**src/rtl/eth_reg_arbiter.sv**
```systemverilog
// ---------------------------------------------------------------------------
// eth_reg_arbiter
// Two-requester round-robin arbiter in front of the Ethernet controller
// register port. Requester 0 is the host MMIO path, requester 1 the
// descriptor/DMA sequencer. Every accepted access yields exactly one
// response (read data, or zero for a write). A requester may hold the grant
// across several accesses with its lock input.
//
// Ports
//   clk_i, reset_i         clock, asynchronous active-high reset
//   rN_v_i / rN_ready_o    request handshake (ready-and), N in {0,1}
//   rN_w_i, rN_addr_i,     request: write flag, address, byte mask,
//   rN_mask_i, rN_data_i   write data
//   rN_lock_i              keep the grant after this access
//   rN_resp_v_o,           response valid / data (0 for writes)
//   rN_resp_data_o
//   rN_resp_ready_i        response consumed
//   addr_o, write_en_o,    controller register port
//   read_en_o, write_mask_o,
//   write_data_o
//   read_data_i            controller read data, valid cycle after read_en_o
// ---------------------------------------------------------------------------
module eth_reg_arbiter #(
    parameter int data_width_p = 64,
    parameter int addr_width_p = 14
) (
    input  logic                      clk_i,
    input  logic                      reset_i,
    input  logic                      r0_v_i,
    output logic                      r0_ready_o,
    input  logic                      r0_w_i,
    input  logic [addr_width_p-1:0]   r0_addr_i,
    input  logic [data_width_p/8-1:0] r0_mask_i,
    input  logic [data_width_p-1:0]   r0_data_i,
    input  logic                      r0_lock_i,
    output logic                      r0_resp_v_o,
    output logic [data_width_p-1:0]   r0_resp_data_o,
    input  logic                      r0_resp_ready_i,
    input  logic                      r1_v_i,
    output logic                      r1_ready_o,
    input  logic                      r1_w_i,
    input  logic [addr_width_p-1:0]   r1_addr_i,
    input  logic [data_width_p/8-1:0] r1_mask_i,
    input  logic [data_width_p-1:0]   r1_data_i,
    input  logic                      r1_lock_i,
    output logic                      r1_resp_v_o,
    output logic [data_width_p-1:0]   r1_resp_data_o,
    input  logic                      r1_resp_ready_i,
    output logic [addr_width_p-1:0]   addr_o,
    output logic                      write_en_o,
    output logic                      read_en_o,
    output logic [data_width_p/8-1:0] write_mask_o,
    output logic [data_width_p-1:0]   write_data_o,
    input  logic [data_width_p-1:0]   read_data_i
);
    localparam int mask_width_lp = data_width_p / 8;

    // Indexable views of the two requester ports
    logic [1:0]               v_s, w_s, lock_s, resp_ready_s;
    logic [addr_width_p-1:0]  addr_s [2];
    logic [mask_width_lp-1:0] mask_s [2];
    logic [data_width_p-1:0]  data_s [2];

    // State: access issued last cycle, its kind, skid buffer, lock, pointer
    logic [1:0]               inflight_q, inflight_d;
    logic [1:0]               inflight_w_q, inflight_w_d;
    logic [1:0]               buf_v_q, buf_v_d;
    logic [data_width_p-1:0]  buf_data_q [2];
    logic [data_width_p-1:0]  buf_data_d [2];
    logic                     lock_v_q, lock_v_d;
    logic                     lock_id_q, lock_id_d;
    logic                     last_q, last_d;   // requester granted most recently

    logic [1:0]               elig_s, resp_v_s;
    logic [data_width_p-1:0]  resp_data_s [2];
    logic                     gnt_v_s, gnt_id_s;

    // Gather requester ports into arrays
    always_comb begin
        v_s          = {r1_v_i, r0_v_i};
        w_s          = {r1_w_i, r0_w_i};
        lock_s       = {r1_lock_i, r0_lock_i};
        resp_ready_s = {r1_resp_ready_i, r0_resp_ready_i};
        addr_s[0]    = r0_addr_i;
        addr_s[1]    = r1_addr_i;
        mask_s[0]    = r0_mask_i;
        mask_s[1]    = r1_mask_i;
        data_s[0]    = r0_data_i;
        data_s[1]    = r1_data_i;
    end

    // Response selection and eligibility per requester
    always_comb begin
        for (int n = 0; n < 2; n++) begin
            resp_v_s[n] = inflight_q[n] | buf_v_q[n];
            // A buffered response always wins; read data is taken live only
            // in the cycle right after the read enable.
            if (buf_v_q[n]) begin
                resp_data_s[n] = buf_data_q[n];
            end else if (inflight_q[n] & ~inflight_w_q[n]) begin
                resp_data_s[n] = read_data_i;
            end else begin
                resp_data_s[n] = '0;
            end
            // A new grant is safe only if its response cannot collide with
            // an unconsumed one.
            elig_s[n] = v_s[n] & ~buf_v_q[n] & (~inflight_q[n] | resp_ready_s[n]);
        end
    end

    // Grant selection: lock owner only, else round-robin
    always_comb begin
        gnt_v_s  = 1'b0;
        gnt_id_s = 1'b0;
        if (reset_i) begin
            gnt_v_s  = 1'b0;
            gnt_id_s = 1'b0;
        end else if (lock_v_q) begin
            gnt_v_s  = elig_s[lock_id_q];
            gnt_id_s = lock_id_q;
        end else if (elig_s == 2'b11) begin
            gnt_v_s  = 1'b1;
            gnt_id_s = ~last_q;
        end else if (elig_s[0]) begin
            gnt_v_s  = 1'b1;
            gnt_id_s = 1'b0;
        end else if (elig_s[1]) begin
            gnt_v_s  = 1'b1;
            gnt_id_s = 1'b1;
        end else begin
            gnt_v_s  = 1'b0;
            gnt_id_s = 1'b0;
        end
    end

    // Controller port drive and requester-facing outputs
    always_comb begin
        if (gnt_v_s) begin
            addr_o       = addr_s[gnt_id_s];
            write_en_o   = w_s[gnt_id_s];
            read_en_o    = ~w_s[gnt_id_s];
            write_mask_o = w_s[gnt_id_s] ? mask_s[gnt_id_s] : '0;
            write_data_o = data_s[gnt_id_s];
        end else begin
            addr_o       = '0;
            write_en_o   = 1'b0;
            read_en_o    = 1'b0;
            write_mask_o = '0;
            write_data_o = '0;
        end
        r0_ready_o     = gnt_v_s & ~gnt_id_s;
        r1_ready_o     = gnt_v_s & gnt_id_s;
        r0_resp_v_o    = resp_v_s[0];
        r1_resp_v_o    = resp_v_s[1];
        r0_resp_data_o = resp_data_s[0];
        r1_resp_data_o = resp_data_s[1];
    end

    // Next-state computation
    always_comb begin
        lock_v_d  = lock_v_q;
        lock_id_d = lock_id_q;
        last_d    = last_q;
        if (gnt_v_s) begin
            lock_v_d  = lock_s[gnt_id_s];
            lock_id_d = gnt_id_s;
            last_d    = gnt_id_s;
        end else begin
            lock_v_d  = lock_v_q;
            lock_id_d = lock_id_q;
            last_d    = last_q;
        end
        for (int n = 0; n < 2; n++) begin
            inflight_d[n]   = gnt_v_s & (gnt_id_s == 1'(n));
            inflight_w_d[n] = (gnt_v_s & (gnt_id_s == 1'(n))) ? w_s[n] : inflight_w_q[n];
            buf_data_d[n]   = buf_data_q[n];
            if (buf_v_q[n]) begin
                buf_v_d[n] = ~resp_ready_s[n];
            end else if (inflight_q[n] & ~resp_ready_s[n]) begin
                buf_v_d[n]    = 1'b1;
                buf_data_d[n] = resp_data_s[n];
            end else begin
                buf_v_d[n] = 1'b0;
            end
        end
    end

    // State registers
    always_ff @(posedge clk_i or posedge reset_i) begin
        if (reset_i) begin
            inflight_q   <= 2'b00;
            inflight_w_q <= 2'b00;
            buf_v_q      <= 2'b00;
            lock_v_q     <= 1'b0;
            lock_id_q    <= 1'b0;
            last_q       <= 1'b1;
            for (int n = 0; n < 2; n++) begin
                buf_data_q[n] <= '0;
            end
        end else begin
            inflight_q   <= inflight_d;
            inflight_w_q <= inflight_w_d;
            buf_v_q      <= buf_v_d;
            lock_v_q     <= lock_v_d;
            lock_id_q    <= lock_id_d;
            last_q       <= last_d;
            for (int n = 0; n < 2; n++) begin
                buf_data_q[n] <= buf_data_d[n];
            end
        end
    end

endmodule
```
**config.mk**
```make
export PLATFORM = sky130hd
export DESIGN_NAME = eth_reg_arbiter
export DESIGN_NICKNAME = d
export VERILOG_FILES = /design/src/rtl/eth_reg_arbiter.sv
export SDC_FILE = /design/constraint.sdc
export NUM_CORES = 1
export LEC_CHECK = 0
export ABC_AREA = 1
export BUFFER_PORTS_ARGS = -buffer_cell sky130_fd_sc_hd__buf_2
export CAP_MARGIN = 10
export CORE_AREA = 2 2 179 181
export DETAILED_ROUTE_END_ITERATION = 6
export DIE_AREA = 0 0 181 183
export GPL_ROUTABILITY_DRIVEN = 0
export MAX_ROUTING_LAYER = met4
export SLEW_MARGIN = 25
export SYNTH_ARGS = -nofsm -noshare
export SYNTH_HDL_FRONTEND = slang
export SYNTH_SLANG_ARGS = --single-unit
```
**constraint.sdc**
```tcl
create_clock -name clk_i -period 5.1 [get_ports clk_i]
set_input_delay 0.51 -clock clk_i [delete_from_list [all_inputs] [get_ports clk_i]]
set_output_delay 0.51 -clock clk_i [all_outputs]
set_load 0.02 [all_outputs]
```
# Word level (Yosys, flattened, before mapping)
# Cells that the tools add are included.
[classes] bitwise=26 muxes=38 n_reduce_logical=2 eq_ne=1 n_lt_le_gt_ge=3
[op_table] operator="$mux 64" n=8
[op_table] operator="$mux 14" n=4
[op_table] operator="$mux 8" n=5
[op_table] operator="$mux 1" n=21
[op_table] operator="$not 1->1" n=11
[op_table] operator="$and 1x1->1" n=10
[op_table] operator="$lt 1x2->1 const B" n=2
[op_table] operator="$or 1x1->1" n=4
[op_table] operator="$reduce_and 2->1" n=2
[op_table] operator="$eq 2x2->1 const B" n=1
[op_table] operator="$ge 2x2->1 const B" n=1
[op_table] operator="$not 1->2" n=1
[word_totals] inputBits=246 output_inout_bits=220 reg_bits=137

# Longest topological paths before layout
# Gate-level depths: netlist of the first run.
[depth] ltp_word=14 depth_mapped=12 mapped_depth_nobuf=11

# Least setup slack after synthesis of the first run
# No wires, ideal clock.
[synth_path] kind="input-to-output" start="in reset_i" end="out addr_o[10]" slack_ns=0.139 stages=8 t_arrival_ns=4.451 required_time_ns=4.590 cell_sequence="inv_1 > nand2_4 > inv_2 > nand2_2 > inv_4 > buf_4 > nand2_1 > nand2_1"
[synth_between] elab_chain_len=6
[synth_lines] item="start, declared" line="28" text="input logic reset_i,"
[synth_lines] item="$mux 1" line="115" text="if (reset_i) begin"
[synth_lines] item="$not 1->2 (not written as such)" line="139" text="addr_o = addr_s[gnt_id_s];"
[synth_lines] item="$mux 14 (not written as such) (3 in series)" line="139"
[synth_lines] item="$mux 14 (*)" line="138" text="if (gnt_v_s) begin"
[synth_lines] item="end, declared" line="49" text="output logic [addr_width_p-1:0] addr_o,"
# Every way passes the cells marked *; elsewhere a longest branch is shown, timed or not. The select of a mux whose other input is x is not followed.

# Worst setup path after layout of the first run
[layout_path] start="reg buf_v_q[0]" end="out write_data_o[48]"
[layout_between] elab_chain_len=12
[layout_lines] item="start, declared" line="67" text="logic [1:0] buf_v_q, buf_v_d;"
[layout_lines] item="start signal, assigned" line="203" text="buf_v_q <= buf_v_d;"
[layout_lines] item="$not 1->1 (no line) (*)"
[layout_lines] item="$and 1x1->1 (*) (2 in series)" line="107" text="elig_s[n] = v_s[n] & ~buf_v_q[n] & (~inflight_q[n] | resp_ready_s[n]);"
[layout_lines] item="$eq 2x2->1 or $mux 1 (tied branches)" line="121, 124"
[layout_lines] item="$mux 1" line="121" text="end else if (elig_s == 2'b11) begin"
[layout_lines] item="$mux 1" line="118" text="end else if (lock_v_q) begin"
[layout_lines] item="$mux 1" line="115"
[layout_lines] item="$not 1->2 (not written as such)" line="143" text="write_data_o = data_s[gnt_id_s];"
[layout_lines] item="$mux 64 (not written as such) (3 in series)" line="143"
[layout_lines] item="$mux 64 (*)" line="138"
[layout_lines] item="end, declared" line="53" text="output logic [data_width_p-1:0] write_data_o,"
# Marked as above.

==> reports/summary.txt, run 1 <==
Outcome: complete, no violations
Cell Chain, Critical Path: nor2_1 > nand3_1 > nand2_1 > nand2_4 > nand2_4 > nand2_2 > inv_4 > nand2_1 > nand2_1 > buf_2
Largest net degree at the start of global routing: 84
Post-synth EDFFs: 0
Final Setup Violations: 0
Max VDD drop: 0.180 mV
Synth Net Count: 1,439
Clock Latency Late Sink: 0.42 ns
Vias/cell: 4.64
Rel. slew slack: 39.4%
Top-Level Pins: 466
R2R Setup Slk: 2.87 ns
Share of cells above drive strength 1: 32.6%
DPL Wire Length: 26.6 mm
Worst Clk Skew: 0.0115 ns
Synthesis-to-layout area growth: 38.7%
Final period utilization: 64.3%
Setup_tns: 0 ns
Root Driver: clkbuf_16
Post-CTS setup buffer count: 0
Crit path DAT: 2.77 ns
Final Hold Viols: 0
Cell Rows: 65
FF+latch count, synth: 137
Vias in the first global route: 8,848
Crit path kind: reg -> out
Final min period: 3.28 ns
Main synth FF type: dfrtp_1
Routed Antenna Nets: 0
Post-Syn Instances: 1,193
Leading area contributor after synthesis: dfrtp_1
Register clock-pin slew on the reported worst setup and hold paths: 0.06 ns
Longest Clk Path Bufs: 2
Routed vias: 9,394
First-pass GRT wire length: 51.3 mm
Reg2Reg Depth: 6
CP Capture Type: output port
Initial Utilization: 26.0%
Max stage delay cell, worst path: inv_4
RSZ-0062 raised after global routing: false
# DRC: 0
CTS tree: yes
Core ar.: 31,200 sq um
Number of port buffers: 465
Die width: 181 um
Worst path max stage delay: 0.54 ns
CP max FO: 81
Worst Tran Pin Value: 0.909 ns
Die Area: 33,100 sq um
Final core occ: 36.0%
RR Startpoint: buf_v_q[1]$_DFF_PP0_
Die height: 183 um
Async set or reset register ratio after synthesis: 100%
Critical path required time: 4.59 ns
Yosys warns: 0
Synth cell types: 22
PostCTS Resize Cnt: 0
Wire per inst: 17.1 um
Leak: 6.10 nW
Final #Nets: 1,850
Total of max-cap violations: 0
Synth area leaders: dfrtp_1 (42%), nand2_1 (18%), o21ai_0 (16%), nand3_1 (8.7%), inv_1 (6.7%)
Startpoint types: flip-flop
All-Layer GR Usage: 20.9%
Final Routed Wirelength: 34.5 mm
Synth top area share: 42.0%
Most numerous cell on the critical path: nand2_1
Syn avg cell area: 6.80 sq um
Remaining Overflow, GRT: 0
Type of the worst min-delay path: in -> async
First DRT Iteration DRCs: 599
Post-synthesis sequential area ratio: 42.3%
Reg-to-Reg End: buf_data_q[35]$_DFFE_PP0P_
Power density over the cells: 468 nW/um^2
Detailed Routing Iterations Pass 1: 5
Initial antenna violation count: 8
Clk sinks: 137
Number of buffers created by CTS: 17
F_max: 305 MHz
Slew Viols, Final: 0
Hold_buf cts: 0
CTS H-Tree Depth: 4
Syn Std Cell Area: 8110 sq um
==> power by group <==
group	switching [W]	leakage, nW	internal [W]	total, W
combinational	0.00159	3.99	0.000649	0.00224
clock	0.000511	0.304	0.000827	0.00134
sequential	0.000132	1.81	0.00155	0.00169
total	0.00224	6.10	0.00303	0.00526
==> through the flow <==
stage	hold slack (ns)	instances	total power [W]	area (sq um)	worst slack, ns
after CTS	0.240	2018	0.00532	11200	1.60
after detailed placement	0.478	1986	0.00395	10600	1.64
after global routing	0.256	2022	0.00565	11200	1.58
after floorplan	0.448	1193	0.00320	8110	0.139
after global placement	0.471	1986	0.00391	10600	1.72
final	0.220	2024	0.00526	11200	1.82
==> final cells by class <==
type,instances,area (sq um)
Multi-Input combinational cell,822,3680
Antenna cell,5,12.5
Timing Repair Buffer,477,2430
Inverter,149,569
Clock buffer,19,433
Clock inverter,13,193
Fill cell,3395,20000
Sequential cell,137,3430
Tap cell,402,503
==> worst max path at each step <==
stage / start / slack (ns) / end / cells past startpoint
global placement: reset_i / 1.72 / write_data_o[19] / 7
floorplan: reset_i / 0.14 / addr_o[10] / 8
CTS: inflight_q[1]$_DFF_PP0_ / 1.60 / write_data_o[19] / 10
finish: buf_v_q[0]$_DFF_PP0_ / 1.82 / write_data_o[48] / 10
detailed placement: reset_i / 1.64 / write_data_o[19] / 7
global route: reset_i / 1.58 / write_data_o[16] / 9
==> metal layers <==
layer  part of all wire, %  wire, um  vias to the layer above  GRT usage (%)
li1                      -         -                     4616              -
met1                    40     13800                     4278           24.7
met2                    47     16200                      430           33.6
met3                   9.1      3160                       70           6.41
met4                   3.9      1350                        0           8.10
met5                     0         0                        -              -
==> logic make-up after synthesis <==
family	count (synthesis)	synth area share, %
AOI/OAI and AO/OA	260	16.2
buffers and inverters	234	12.7
DFF	137	42.3
and+or+nand+nor	562	28.9
==> state kept, by name, summed over array words and instances, names as in the netlist <==
signal / cells
buf_data_q: 128
buf_v_q: 2
inflight_q: 2
inflight_w_q: 2
last_q: 1
lock_id_q: 1
lock_v_q: 1
==> critical path: cells and delay by family (launching register included) <==
family | cells | cell delay, ns
simple gates | 8 | 1.11
buf+inv | 2 | 0.77
flops | 1 | 0.43
==> cells in the mapped netlist (2+ instances only) <==
library cell  instances
nand3_1             141
nand2_4               3
inv_1               144
dfrtp_1             136
nand2_1             398
a21oi_1               2
buf_6                16
clkbuf_1             40
o21ai_1               2
nand2_2               3
nor2_1               12
o21ai_0             255
buf_2                17
inv_2                 4
nor2_2                3
buf_1                11
==> placed cells by master, fill, tap and decap left out, types with 2 or more instances in the layout <==
cell         n
a21oi_1      2
buf_2      465
buf_4       11
bufinv_16    4
clkbuf_1     2
clkbuf_16   17
clkinv_2     4
clkinv_4     2
dfrtp_1    136
diode_2      5
inv_1      143
inv_2        2
inv_6        4
nand2_1    398
nand2_2      3
nand2_4      3
nand3_1    141
nor2_1      11
nor2_4       3
o21ai_0    255
o21ai_1      2
Note: power is estimated with default switching activity, not from simulation.
==> run 2, diff against run 1 <==
- ABC_AREA: 1 -> 0
- CORE_AREA: 2 2 179 181 -> 2 2 182 184
- DIE_AREA: 0 0 181 183 -> 0 0 184 186
- clock period: 5.1 -> 3.15 ns (I/O delays scaled with it)
==> reports/summary.txt, run 2 <==
Outcome: complete, no violations
Core ar.: 32,200 sq um
First DRT Iteration DRCs: 411
Worst Clk Skew: 0.0153 ns
Crit path DAT: 2.60 ns
Clock Latency Late Sink: 0.42 ns
Power density over the cells: 652 nW/um^2
Initial antenna violation count: 6
DPL Wire Length: 26.7 mm
Placed cell count: 1,802
Max stage delay cell, worst path: buf_4
First-pass GRT wire length: 49.4 mm
Crit path kind: reg -> out
Wire per inst: 19.1 um
CTS H-Tree Depth: 4
R2R Setup Slk: 1.16 ns
Final core occ: 34.2%
Main synth FF type: dfrtp_1
Most frequent cells in the layout: buf_2 (464), nand2_1 (385), o21ai_0 (256)
Synthesis-to-layout area growth: 42.6%
Die Area: 34,200 sq um
Non-Filler Instances: 1,837
Reg2Reg Depth: 5
Final Hold Viols: 0
Worst path max stage delay: 0.67 ns
Startpoint types: flip-flop
Critical Path Start: buf_v_q[1]$_DFF_PP0_
Longest Clk Path Bufs: 2
Vias in the first global route: 7,779
Async set or reset register ratio after synthesis: 100%
Largest net degree at the start of global routing: 138
Root Driver: clkbuf_16
Synth Net Count: 1,253
All-Layer GR Usage: 20.0%
Register clock-pin slew on the reported worst setup and hold paths: 0.06 ns
Commonest non-fill, non-tap cell in the layout: buf_2
Leading area contributor after synthesis: dfrtp_1
Hold WS: 0.109 ns
Wl on met1: 15.0 mm
FF+latch count, synth: 137
Met2 Routed Length: 17.0 mm
Count leader, synth: nand2_1
Synth area leaders: dfrtp_1 (44%), nand2_1 (19%), o21ai_0 (17%), a22o_1 (9.1%), clkbuf_1 (2.5%)
Final #Nets: 1,659
Hold_buf cts: 0
Syn Std Cell Area: 7730 sq um
RR Startpoint: inflight_q[0]$_DFF_PP0_
Leak: 5.50 nW
CTS tree: yes
Setup_tns: 0 ns
Most numerous cell on the critical path: buf_4
Synth top cells by count: nand2_1 (385), o21ai_0 (256), dfrtp_1 (136)
Die height: 186 um
Share of cells above drive strength 1: 37.9%
Top Layer Used: met4
Vias/cell: 4.73
Number of buffers created by CTS: 17
Post-CTS setup buffer count: 0
Die width: 184 um
Detailed Routing Iterations Pass 1: 7
Worst Tran Pin Value: 0.793 ns
End of the critical path: r1_resp_data_o[57]
Yosys warns: 0
Final Setup Violations: 0
Number of port buffers: 465
Largest register by flop count: buf_data_q
Type of the worst min-delay path: in -> reg
Post-synth EDFFs: 0
Cell Rows: 66
Final period utilization: 92.6%
CP Capture Type: output port
Syn avg cell area: 7.68 sq um
Critical path required time: 2.83 ns
Routed vias: 8,680
Slew Viols, Final: 0
# DRC: 0
Remaining Overflow, GRT: 0
Final min period: 2.92 ns
Routed Antenna Nets: 0
Initial Utilization: 24.0%
Cell Chain, Critical Path: buf_4 > buf_4 > o21ai_0 > buf_2
RSZ-0062 raised after global routing: false
Rel. slew slack: 47.1%
Met3 wire length: 2.31 mm
Post-Syn Instances: 1,007
Final Routed Wirelength: 35.1 mm
Max reg flops: 128
F_max: 343 MHz
Synth cell types: 34
Clk sinks: 137
CP max FO: 81
PostCTS Resize Cnt: 0
Post-synthesis sequential area ratio: 44.3%
Total of max-cap violations: 0
Reg-to-Reg End: lock_v_q$_DFFE_PP0P_
Synth top area share: 44.0%
Top-Level Pins: 466
Max VDD drop: 0.278 mV
-- run 2: area by class of cell --
class / count / area (sq um)
timing repair buffer: 477 / 2520
fill: 3457 / 21200
multi-input combinational: 777 / 3920
antenna: 3 / 7.51
sequential: 137 / 3440
clock inverter: 15 / 195
tap: 408 / 510
clock buffer: 17 / 425
inverter: 3 / 15.0
-- run 2: metal layers --
layer	GRT usage, %	up-vias
met3	5.20	33
met1	24.4	4098
met2	32.4	314
li1	-	4235
met4	6.40	0
met5	-	-
-- run 2: logic make-up (layout without fill, tap and decap cells) --
logic type | after synthesis | count (layout) | share of synthesized area, %
buffers and inverters | 93 | 512 | 5.79
and+or+nand+nor | 422 | 422 | 22.3
DFF | 137 | 137 | 44.3
other | 0 | 3 | 0
muxes | 4 | 4 | 0.631
AOI/OAI and AO/OA | 351 | 351 | 27.0
-- run 2: through the flow --
step	setup WS, ns	cell area (sq um)	total power [W]
3_3_place_gp	0.640	10400	0.00504
4_1_cts	0.220	11000	0.00728
3_5_place_dp	0.686	10400	0.00507
6_report	0.232	11000	0.00719
5_1_grt	0.0568	11000	0.00763
2_1_floorplan	-0.0499	7780	0.00407
-- run 2: worst min-delay path by stage --
stage	startpoint	endpoint	slack [ns]	cells past startpoint
final	r1_resp_ready_i	buf_v_q[1]$_DFF_PP0_	0.11	2
after global routing	r1_resp_ready_i	buf_v_q[1]$_DFF_PP0_	0.10	2
after CTS	r1_resp_ready_i	buf_v_q[1]$_DFF_PP0_	0.1	2
after detailed placement	buf_data_q[66]$_DFFE_PP0P_	buf_data_q[66]$_DFFE_PP0P_	0.47	2
after global placement	buf_data_q[9]$_DFFE_PP0P_	buf_data_q[9]$_DFFE_PP0P_	0.46	2
after floorplan	r1_resp_ready_i	buf_v_q[1]$_DFF_PP0_	0.38	1
-- run 2: power by group --
| part | switching (W) | internal (W) |
|---|---|---|
| clock network | 0.000939 | 0.00122 |
| registers | 0.000204 | 0.00211 |
| logic | 0.00184 | 0.000889 |
| total | 0.00298 | 0.00421 |
-- run 2: critical path: cells and delay by family, from the launching register on --
kind                   cells  cell delay, ns
DFF                        1            0.44
buffers and inverters      3            1.32
AOI/OAI and AO/OA          1            0.39
==> run 3, diff against run 2 <==
- HOLD_SLACK_MARGIN: default -> 0.12
==> reports/summary.txt, run 3 (synthesis results as in run 2) <==
Initial antenna violation count: 6
Outcome: complete, no violations
Worst setup margin: 0.218 ns
Crit path kind: in -> out
Place WS: 0.686 ns
Startpoint types: primary input
Clk pwr share: 30.0%
Leak: 5.50 nW
Cell Rows: 66
Top-Level Pins: 466
Root Driver: clkbuf_16
Net Sw Frac: 41.4%
Hold WS: 0.160 ns
Final min period: 2.93 ns
CTS tree: yes
Synthesis-to-layout area growth: 42.7%
Final #Nets: 1,660
Slew Viols, Final: 0
Die Area: 34,200 sq um
Fin area: 11,000 sq um
RR Startpoint: buf_v_q[1]$_DFF_PP0_
Sequential share of power: 32.1%
R2R Setup Slk: 1.18 ns
Hold Crit Endpoint: buf_data_q[40]$_DFFE_PP0P_
Clk sinks: 137
First DRT Iteration DRCs: 430
Clock Latency Late Sink: 0.42 ns
Power density over the cells: 652 nW/um^2
Post-place instance area: 10,400 sq um
Number of port buffers: 465
Initial Utilization: 24.0%
Register clock-pin slew on the reported worst setup and hold paths: 0.07 ns
Detailed Routing Iterations Pass 1: 6
F_max: 341 MHz
Largest register by flop count: buf_data_q
Final Hold Viols: 0
Die height: 186 um
Vias/cell: 4.75
Worst Clk Skew: 0.0164 ns
Total of max-cap violations: 0
Commonest non-fill, non-tap cell in the layout: buf_2
Worst Tran Pin Value: 0.794 ns
Rel. slew slack: 47.1%
Routed vias: 8,734
CTS H-Tree Depth: 4
Final period utilization: 93.1%
CP Capture Type: output port
Worst Hold Depth: 3
Critical path required time: 2.83 ns
RSZ-0062 raised after global routing: false
Remaining Overflow, GRT: 0
Reg-to-Reg End: inflight_w_q[1]$_DFFE_PP0P_
Largest net degree at the start of global routing: 138
CP max FO: 83
Crit path DAT: 2.62 ns
Max VDD drop: 0.278 mV
Die width: 184 um
Most frequent cells in the layout: buf_2 (464), nand2_1 (385), o21ai_0 (256)
Logic pwr share: 37.9%
Hold_sp: read_data_i[40]
Routed Antenna Nets: 0
Max reg flops: 128
Vias in the first global route: 7,779
Number of buffers created by CTS: 17
Cell Int Power: 0.00422 W
Type of the worst min-delay path: in -> reg
All-Layer GR Usage: 20.0%
First-pass GRT wire length: 49.4 mm
Final Setup Violations: 0
DPL Wire Length: 26.7 mm
Reg2Reg Depth: 4
Core ar.: 32,200 sq um
Wire per inst: 19.2 um
Share of cells above drive strength 1: 37.8%
# DRC: 0
Final Routed Wirelength: 35.2 mm
Net switching power: 0.00298 W
PostCTS Resize Cnt: 0
Longest Clk Path Bufs: 2
run 3: critical path, stage by stage:
cell           delay (ns)
dlygate4sd3_1        0.53
buf_2                0.14
nand2b_4             0.15
nand3b_1             0.27
nor3_2               0.09
nor3_4               0.20
buf_12               0.33
a22o_1               0.32
buf_2                0.21
run 3: area by class of cell:
| class | instances | area, sq um |
|---|---|---|
| Fill cell | 3456 | 21200 |
| Tap cell | 408 | 510 |
| Clock buffer | 17 | 425 |
| Antenna cell | 3 | 7.51 |
| Sequential cell | 137 | 3440 |
| Multi-Input combinational cell | 777 | 3920 |
| Clock inverter | 15 | 195 |
| Timing Repair Buffer | 478 | 2530 |
| Inverter | 3 | 15.0 |
run 3: metal layers:
metal	track usage (%)	part of all wire (%)	up-vias
met5	-	0	-
met2	32.4	48	356
met4	6.40	2.4	0
met1	24.4	42	4105
met3	5.20	7.0	33
li1	-	-	4240
run 3: metrics by stage:
stage / util, % / power, W / TNS [ns] / cells
CTS: 34.3 / 0.00728 / 0 / 1835
detailed placement: 32.3 / 0.00507 / 0 / 1802
global route: 34.3 / 0.00763 / 0 / 1838
global placement: 32.3 / 0.00504 / 0 / 1802
finish: 34.3 / 0.00720 / 0 / 1838
floorplan: - / 0.00407 / -0.399 / 1007
run 3: how the worst max path moves through the flow:
stage / slack [ns] / from / depth (start not counted) / endpoint
after floorplan: -0.05 / reset_i / 5 / write_mask_o[0]
after global placement: 0.64 / buf_v_q[1]$_DFF_PP0_ / 4 / r1_resp_data_o[57]
after detailed placement: 0.69 / buf_v_q[1]$_DFF_PP0_ / 4 / r1_resp_data_o[57]
after CTS: 0.18 / r1_resp_ready_i / 9 / write_data_o[63]
after global routing: 0.06 / buf_v_q[1]$_DFF_PP0_ / 4 / r1_resp_data_o[57]
final: 0.22 / r1_resp_ready_i / 9 / addr_o[9]
run 3: power by group through the flow:
| stage | sequential (W) | combinational (W) | clock (W) |
|---|---|---|---|
| floorplan | 0.00228 | 0.00178 | 0 |
| global placement | 0.00233 | 0.00271 | 0 |
| detailed placement | 0.00234 | 0.00273 | 0 |
| CTS | 0.00231 | 0.00274 | 0.00223 |
| global route | 0.00236 | 0.00296 | 0.00230 |
| finish | 0.00231 | 0.00273 | 0.00216 |
run 3: what timing repair did:
item,CTS,global route
hold endpoints to repair,1,0
setup buffers,0,0
hold buffers,1,0
